==> src/rtl/arb_8_32_pkg.sv <==
`default_nettype none
// ============================================================================
// Module      : arb_8_32_pkg
// Description : Shared constants for the 8-to-32 packer input arbiter:
//               arbiter state encodings and the byte/word geometry that is
//               common with the conv8_32 packer.
// Revision    : 1.0 - initial release
// ============================================================================
package arb_8_32_pkg;

    // Arbiter state encodings
    localparam logic [1:0] ST_IDLE = 2'd0;
    localparam logic [1:0] ST_XFER = 2'd1;
    localparam logic [1:0] ST_PAD  = 2'd2;

    // Word geometry defaults shared with conv8_32
    localparam int DEF_BYTES_PER_WORD = 4;
    localparam int DEF_DATA_W         = 8;

endpackage : arb_8_32_pkg
`default_nettype wire

==> src/rtl/arb_8_32_rr_pick.sv <==
`default_nettype none
// ============================================================================
// Module      : arb_8_32_rr_pick
// Description : Combinational round-robin selector. Returns the first set
//               request found when scanning from i_rr_ptr upward, wrapping
//               modulo NUM_REQ.
// Revision    : 1.0 - initial release
// ============================================================================
module arb_8_32_rr_pick #(
    parameter int NUM_REQ = 4,
    parameter int ID_W    = 2
) (
    input  logic [NUM_REQ-1:0] i_req,
    input  logic [ID_W-1:0]    i_rr_ptr,
    output logic [ID_W-1:0]    o_winner,
    output logic               o_any_req
);

    logic [ID_W-1:0] w_idx;

    // Scan from the pointer; the first hit wins, later hits are ignored.
    // NUM_REQ is a power of two, so the ID_W-bit add wraps naturally.
    always_comb begin
        o_winner  = '0;
        o_any_req = 1'b0;
        w_idx     = '0;
        for (int i = 0; i < NUM_REQ; i++) begin
            w_idx = i_rr_ptr + ID_W'(i);
            if (!o_any_req && i_req[w_idx]) begin
                o_winner  = w_idx;
                o_any_req = 1'b1;
            end
        end
    end

endmodule : arb_8_32_rr_pick
`default_nettype wire

==> src/rtl/arb_8_32.sv <==
`default_nettype none
// ============================================================================
// Module      : arb_8_32
// Description : Word-atomic round-robin arbiter in front of the conv8_32
//               byte packer. One requester owns the packer for a full word;
//               a word whose owner stalls past TIMEOUT is completed with
//               zero bytes and flagged with pad_err.
// Revision    : 1.0 - initial release
// ============================================================================
module arb_8_32
    import arb_8_32_pkg::*;
#(
    parameter int NUM_REQ        = 4,
    parameter int DATA_W         = DEF_DATA_W,
    parameter int BYTES_PER_WORD = DEF_BYTES_PER_WORD,
    parameter int TIMEOUT        = 16,
    parameter int ID_W           = 2
) (
    input  logic                      clk,
    input  logic                      reset,
    input  logic [NUM_REQ-1:0]        req_valid,
    input  logic [NUM_REQ*DATA_W-1:0] req_data,
    output logic [NUM_REQ-1:0]        req_ready,
    output logic                      in8,
    output logic [DATA_W-1:0]         in_data8,
    output logic [ID_W-1:0]           grant_id,
    output logic                      word_last,
    output logic                      pad_err,
    output logic                      busy
);

    // byte_cnt reaches BYTES_PER_WORD on the final byte, stall_cnt can reach
    // TIMEOUT on the cycle PAD is entered, so both get one spare code.
    localparam int c_cnt_w   = $clog2(BYTES_PER_WORD + 1);
    localparam int c_stall_w = $clog2(TIMEOUT + 1);
    localparam logic [c_cnt_w-1:0]   c_last_byte = c_cnt_w'(BYTES_PER_WORD - 1);
    localparam logic [c_stall_w-1:0] c_stall_max = c_stall_w'(TIMEOUT - 1);

    logic [1:0]           r_state,     w_state_nxt;
    logic [ID_W-1:0]      r_rr_ptr,    w_rr_ptr_nxt;
    logic [c_cnt_w-1:0]   r_byte_cnt,  w_byte_cnt_nxt;
    logic [c_stall_w-1:0] r_stall_cnt, w_stall_cnt_nxt;
    logic [ID_W-1:0]      r_grant_id,  w_grant_id_nxt;
    logic                 r_in8,       w_in8_nxt;
    logic [DATA_W-1:0]    r_in_data8,  w_in_data8_nxt;
    logic                 r_word_last, w_word_last_nxt;
    logic                 r_pad_err,   w_pad_err_nxt;

    logic [ID_W-1:0]      w_winner;
    logic                 w_any_req;
    logic [DATA_W-1:0]    w_sel_data;
    logic                 w_xfer;

    arb_8_32_rr_pick #(
        .NUM_REQ (NUM_REQ),
        .ID_W    (ID_W)
    ) u_rr_pick (
        .i_req     (req_valid),
        .i_rr_ptr  (r_rr_ptr),
        .o_winner  (w_winner),
        .o_any_req (w_any_req)
    );

    // Only the current owner sees ready, and only while bytes are flowing.
    always_comb begin
        req_ready = '0;
        if (r_state == ST_XFER) begin
            req_ready[r_grant_id] = 1'b1;
        end
    end

    // Mux the owner's byte lane out of the flat request data bus.
    always_comb begin
        w_sel_data = '0;
        for (int i = 0; i < NUM_REQ; i++) begin
            if (ID_W'(i) == r_grant_id) begin
                w_sel_data = req_data[i*DATA_W +: DATA_W];
            end
        end
    end

    assign w_xfer = req_valid[r_grant_id] & req_ready[r_grant_id];

    // Next-state and registered-output logic for IDLE / XFER / PAD.
    always_comb begin
        w_state_nxt     = r_state;
        w_rr_ptr_nxt    = r_rr_ptr;
        w_byte_cnt_nxt  = r_byte_cnt;
        w_stall_cnt_nxt = r_stall_cnt;
        w_grant_id_nxt  = r_grant_id;
        w_in8_nxt       = 1'b0;
        w_in_data8_nxt  = '0;
        w_word_last_nxt = 1'b0;
        w_pad_err_nxt   = 1'b0;
        case (r_state)
            ST_IDLE: begin
                if (w_any_req) begin
                    w_grant_id_nxt  = w_winner;
                    w_byte_cnt_nxt  = '0;
                    w_stall_cnt_nxt = '0;
                    w_state_nxt     = ST_XFER;
                end
            end
            ST_XFER: begin
                // A byte on the last allowed stall cycle beats the timeout.
                if (w_xfer) begin
                    w_in8_nxt       = 1'b1;
                    w_in_data8_nxt  = w_sel_data;
                    w_byte_cnt_nxt  = r_byte_cnt + c_cnt_w'(1);
                    w_stall_cnt_nxt = '0;
                    if (r_byte_cnt == c_last_byte) begin
                        w_word_last_nxt = 1'b1;
                        w_rr_ptr_nxt    = r_grant_id + ID_W'(1);
                        w_state_nxt     = ST_IDLE;
                    end
                end else begin
                    w_stall_cnt_nxt = r_stall_cnt + c_stall_w'(1);
                    if (r_stall_cnt == c_stall_max) begin
                        w_state_nxt = ST_PAD;
                    end
                end
            end
            ST_PAD: begin
                w_in8_nxt      = 1'b1;
                w_byte_cnt_nxt = r_byte_cnt + c_cnt_w'(1);
                if (r_byte_cnt == c_last_byte) begin
                    w_word_last_nxt = 1'b1;
                    w_pad_err_nxt   = 1'b1;
                    w_rr_ptr_nxt    = r_grant_id + ID_W'(1);
                    w_state_nxt     = ST_IDLE;
                end
            end
            default: begin
                w_state_nxt = ST_IDLE;
            end
        endcase
    end

    // State and output registers; reset drops any partial word silently.
    always_ff @(posedge clk) begin
        if (reset) begin
            r_state     <= ST_IDLE;
            r_rr_ptr    <= '0;
            r_byte_cnt  <= '0;
            r_stall_cnt <= '0;
            r_grant_id  <= '0;
            r_in8       <= 1'b0;
            r_in_data8  <= '0;
            r_word_last <= 1'b0;
            r_pad_err   <= 1'b0;
        end else begin
            r_state     <= w_state_nxt;
            r_rr_ptr    <= w_rr_ptr_nxt;
            r_byte_cnt  <= w_byte_cnt_nxt;
            r_stall_cnt <= w_stall_cnt_nxt;
            r_grant_id  <= w_grant_id_nxt;
            r_in8       <= w_in8_nxt;
            r_in_data8  <= w_in_data8_nxt;
            r_word_last <= w_word_last_nxt;
            r_pad_err   <= w_pad_err_nxt;
        end
    end

    assign in8       = r_in8;
    assign in_data8  = r_in_data8;
    assign grant_id  = r_grant_id;
    assign word_last = r_word_last;
    assign pad_err   = r_pad_err;
    assign busy      = (r_state != ST_IDLE);

endmodule : arb_8_32
`default_nettype wire

==> config.mk <==
export PLATFORM = sky130hd
export DESIGN_NAME = arb_8_32
export DESIGN_NICKNAME = d
export VERILOG_FILES = /design/src/rtl/arb_8_32_pkg.sv /design/src/rtl/arb_8_32_rr_pick.sv /design/src/rtl/arb_8_32.sv
export SDC_FILE = /design/constraint.sdc
export NUM_CORES = 1
export LEC_CHECK = 0
export CAP_MARGIN = 10
export CELL_PAD_IN_SITES_DETAIL_PLACEMENT = 1
export CELL_PAD_IN_SITES_GLOBAL_PLACEMENT = 1
export CORE_MARGIN = 4
export CORE_UTILIZATION = 30
export DETAILED_ROUTE_END_ITERATION = 10
export GPL_ROUTABILITY_DRIVEN = 0
export PLACE_DENSITY_LB_ADDON = 0.08
export SLEW_MARGIN = 25
export SYNTH_ARGS = -nofsm -noshare
export SYNTH_HDL_FRONTEND = slang
export SYNTH_SLANG_ARGS = --single-unit
==> constraint.sdc <==
create_clock -name clk -period 3.82 [get_ports clk]
set_input_delay 0.764 -clock clk [delete_from_list [all_inputs] [get_ports clk]]
set_output_delay 0.764 -clock clk [all_outputs]
set_load 0.01 [all_outputs]
# Yosys cells after proc, flatten, opt, wreduce, memory -nomap -nowiden
# Index checks and enable logic that the tools add are counted.
# word_totals
regBits,25
word_cells,101
# classes
addsub,6
order_cmp,6
eq_ne,10
muxes,46
bitwise,4
n_reduce_logical,20
# op_table
op,count
8-bit 2-to-1 mux,4
2-bit 2-to-1 mux,10
"2-bit by 3-bit less-than comparator with 1-bit output, second input constant",5
1-bit 2-to-1 mux,14
1-bit binary-select mux with 2-bit select,6
5-bit 2-to-1 mux,2
5-bit case mux with 2 select lines,1
3-bit case mux with 3 select lines,1
2-bit AND reduction,4
3-bit 2-to-1 mux,2
2-bit case mux with 3 select lines,1
2-bit nonzero test,3
"5-bit by 1-bit adder with 5-bit output, second input constant",1
"5-bit by 4-bit == test with 1-bit output, second input constant",1
"2-bit by 1-bit adder with 2-bit output, second input constant",2
"2-bit adder, second input constant",2
"2-bit == test, first input constant",2
1-bit logical AND,4
2-bit logical NOT,2
4-bit 2-to-1 mux,1
1-bit case mux with 2 select lines,2
2-bit case mux with 2 select lines,1
"3-bit by 1-bit adder with 3-bit output, second input constant",1
"3-bit by 2-bit == test with 1-bit output, second input constant",1
15 further kinds,19

# Logic depth before layout (Yosys ltp)
# depth
depth_word,14
ltp_mapped,9

# Hierarchy
# From an unflattened synthesis, not the netlist that was laid out.
# hier_totals
hier_cells,193
hier_area_um2,1572.8
# by_module_without_submodules
mod,n_inst,cells_each,area_each_um2,seq_area_each_um2
arb_8_32,1,178,1495.2,500.5
arb_8_32_rr_pick,1,15,77.6,0.0

# Worst setup path before layout
# Ideal clock, no wire load.
# synth_path
path_type,register to output
from,"register r_grant_id[0], in the netlist grant_id[0]"
to,output req_ready[3]
arrival_time_ps,1315
setup_slack_ps,1741
path_stages_with_launch,5
path_buffers,2
cell_sequence,dfxtp_1 -> ha_1 -> buf_2 -> clkbuf_1 -> and2_1
# synth_between
elab_chain_len,5
# synth_rtl
element,line,text
start: declaration,arb_8_32.sv:43,"logic [ID_W-1:0] r_grant_id, w_grant_id_nxt;"
start signal: assignment,arb_8_32.sv:156,r_grant_id <= w_grant_id_nxt;
2-bit by 3-bit less-than comparator with 1-bit output (implied by the code) / 2-bit by 1-bit >= comparator with 1-bit output (equally long branches),arb_8_32.sv:68,req_ready[r_grant_id] = 1'b1;
1-bit logical AND (implied by the code),arb_8_32.sv:68,
1-bit 2-to-1 mux (implied by the code),arb_8_32.sv:68,
1-bit demux with 2-bit select *,arb_8_32.sv:68,
4-bit 2-to-1 mux *,arb_8_32.sv:67,if (r_state == ST_XFER) begin
end: declaration,arb_8_32.sv:23,"output logic [NUM_REQ-1:0] req_ready,"
# Every way passes the cells marked *; elsewhere a longest branch is shown, timed or not.

# Worst setup path in the final report
# layout_path
from,"register r_grant_id[1], in the netlist grant_id[1]"
to,output req_ready[2]
# The elaborated chain is that of the path after synthesis.

==> results.toml <==
[status]
status = "finished, final reports clean"

[setup_path]
cp_max_fo = 18
reg2reg_to = "r_stall_cnt[2]"
r2r_slack_ps = 1330
crit_type = "reg2out"
reg2reg_from = "grant_id[0]"
crit_arrival_ps = 2130
cp.required_ps = 3060
crit_chain = "ha_1 -> and2_1 -> clkdlybuf4s50_1"
end_kind = "output port"
ff2ff_path_depth = 7
cp_slowest_cell = "ha_1"
cpPeakStageDelay_ps = 590
crit_path_start_kind = "flip-flop"

[clock_tree]
insertion_delay_ps = 280
ctsHoldBuffers = 0
clockBufferDepth = 2
cts.repair.resized = 0
cts_tree = "built"
clk_pin_slew_worst_paths_ps = 110
cts_buffers = 3
htreeDepth = 1
post-cts-setup-buffers = 0
clockRootBuffer = "clkbuf_8"
cts_sinks = 25

[layout]
multi_input_area_um2 = 903
final_nets = 289
final_core_util_pct = 44.7
seq_area_um2 = 500
final_common_cell = "clkdlybuf4s50_1"
antenna_cells = 0
syn_to_final_growth_pct = 42.8
layout_common_cells = "55 x clkdlybuf4s50_1, 25 x dfxtp_1, 23 x a21oi_1"
fillers = 588
drive_gt1_share_pct = 3.78

[global_route]
grt_usage_pct = 16.0
grt_pass1_vias = 1590
grt_max_degree = 19
grt_pass1_wl_um = 7880
grt_overflow = 0
antenna_found_initial = 0

[die]
die_width_um = 78.6
initial_core_util_pct = 31.3
io_pins = 56
row_count = 25
die_y_um = 78.6
die_area_um2 = 6180
coreArea_um2 = 4790

[sta]
drv_slew = 0
rsz0062_at_grt = "false"
setup_viol = 0
skew_ps = 9.85
max_freq_ghz = 0.345
timing_hold_violations_final = 0
fin_tns_setup_ps = 0
max-slew-margin-rel_pct = 53.2
fin_crit_ps = 2900
worst_pin_slew_ps = 696
fin_crit_sh_pct = 75.9

[power_and_ir_drop]
p_seq_share_pct = 33.9
power.leakage_nw = 0.767
clkPwrFrac_pct = 18.6
ir_drop_mv = 0.205
power_density_nw_per_um2 = 445
combPwrFrac_pct = 47.5
p_switching_mw = 0.385
p_sw_share_pct = 40.5
p_int_mw = 0.566

[job]
maxCapViolCount = 0

[hold_path]
holdPathStages = 2
min_from = "r_stall_cnt[4]"
hold_path_end = "r_stall_cnt[4]"
hold_path.class = "reg2reg"

[logic_synthesis]
synth-async-reset-ratio_pct = 0
synth_edf_count = 0
syn_inst = 188
synth_seq_cells = 25
syn_avg_cell_area_um2 = 7.96
synth_area_um2 = 1500
yosys_warnings = 0
yosys.cell_types.count = 36
ys_seq_area_share_pct = 33.4
syn-num-nets = 238
synth_ff_type = "dfxtp_1"

[detailed_routing]
drt-total-wl_um = 5000
vias = 1573
drtIter0Drc = 40
wl_per_cell_um = 16.4
drc = 0
routed_via_density = 5.16
drt_pre_antenna_iters = 4
antenna_left = 0

[place]
io_buffers = 55
hpwlAfterDp_um = 3970
state kept, by name, indices dropped and copies added, names as in the netlist:
signal / count
word_last: 1
in8: 1
r_stall_cnt: 5
r_byte_cnt: 3
r_state: 2
pad_err: 1
r_rr_ptr: 2
grant_id: 2
in_data8: 8
cell type report:
type                    count  area share [%]
clock buffers               3            1.93
multi-input cells         142            42.3
clock inverters             1           0.410
inverters                  11            1.93
repair buffers             56            26.1
well taps                  67            3.92
flip-flops and latches     25            23.4
synth_stat cells (3+ instances only):
library cell / instances / share of area, %
dfxtp_1: 25 / 33
a21oi_1: 23 / 7.7
nor2_1: 17 / 4.3
nand2_1: 13 / 3.3
ha_1: 12 / 10
inv_1: 11 / 2.8
nor2b_1: 8 / 3.3
nor3_1: 8 / 2.7
a221oi_1: 7 / 4.1
o21ai_0: 7 / 2.3
and2_1: 6 / 2.5
clkbuf_1: 6 / 1.5
nand2b_1: 4 / 1.7
nand4_1: 4 / 1.7
or3_1: 4 / 1.7
mux2i_1: 3 / 2.0
nand3_1: 3 / 1.0
cells by family (layout without fill, tap and decap cells):
kind of cell / Yosys count / in the layout / synth area share, %
multiplexers: 3 / 3 / 2.01
adder cells (fa/ha/maj): 12 / 12 / 10.0
AND/OR/NAND/NOR: 84 / 84 / 31.4
AO/OA/AOI/OAI: 43 / 43 / 17.0
buffers and inverters: 21 / 71 / 6.19
flip-flops: 25 / 25 / 33.4
metal layers:
metal	wire length, um	vias to the layer above	global-route usage, %	share of wire, %
li1	-	766	-	-
met1	2190	763	19.2	44
met2	2530	34	28.2	51
met3	204	10	3.67	4.1
met4	80	0	4.55	1.6
met5	0	-	0	0
power by group through the flow:
| stage | clock network [mW] | registers [mW] | logic, mW |
|---|---|---|---|
| global placement | 0 | 0.324 | 0.440 |
| detailed placement | 0 | 0.329 | 0.453 |
| floorplan | 0 | 0.323 | 0.283 |
| global route | 0.196 | 0.327 | 0.502 |
| finish | 0.177 | 0.322 | 0.452 |
| CTS | 0.182 | 0.323 | 0.456 |
how the worst max path moves through the flow:
stage	startpoint	to	slack [ps]	cells past startpoint
after floorplan	grant_id[0]	req_ready[3]	1740	4
after global placement	req_valid[0]	r_stall_cnt[3]	1150	6
after detailed placement	req_valid[0]	r_stall_cnt[3]	1070	6
after CTS	grant_id[1]	req_ready[2]	920	3
after global routing	grant_id[1]	req_ready[2]	760	3
final	grant_id[1]	req_ready[2]	920	3
worst max-delay path, delay by kind of cell, from the launching register on:
family / cells / cell delay, ps
AND/OR/NAND/NOR: 1 / 210
adder cells (fa/ha/maj): 1 / 590
flip-flops: 1 / 510
buffers and inverters: 1 / 550
per-stage QoR:
| stage | instances | cell area [um^2] | power [mW] | setup WS [ps] | hold WS (ps) |
|---|---|---|---|---|---|
| global route | 305 | 2140 | 1.02 | 765 | 493 |
| CTS | 305 | 2140 | 0.960 | 921 | 483 |
| floorplan | 188 | 1500 | 0.606 | 1740 | 432 |
| finish | 305 | 2140 | 0.951 | 922 | 479 |
| detailed placement | 301 | 2090 | 0.782 | 1070 | 467 |
| global placement | 301 | 2090 | 0.763 | 1150 | 442 |
(Power assumes the default switching activity.)
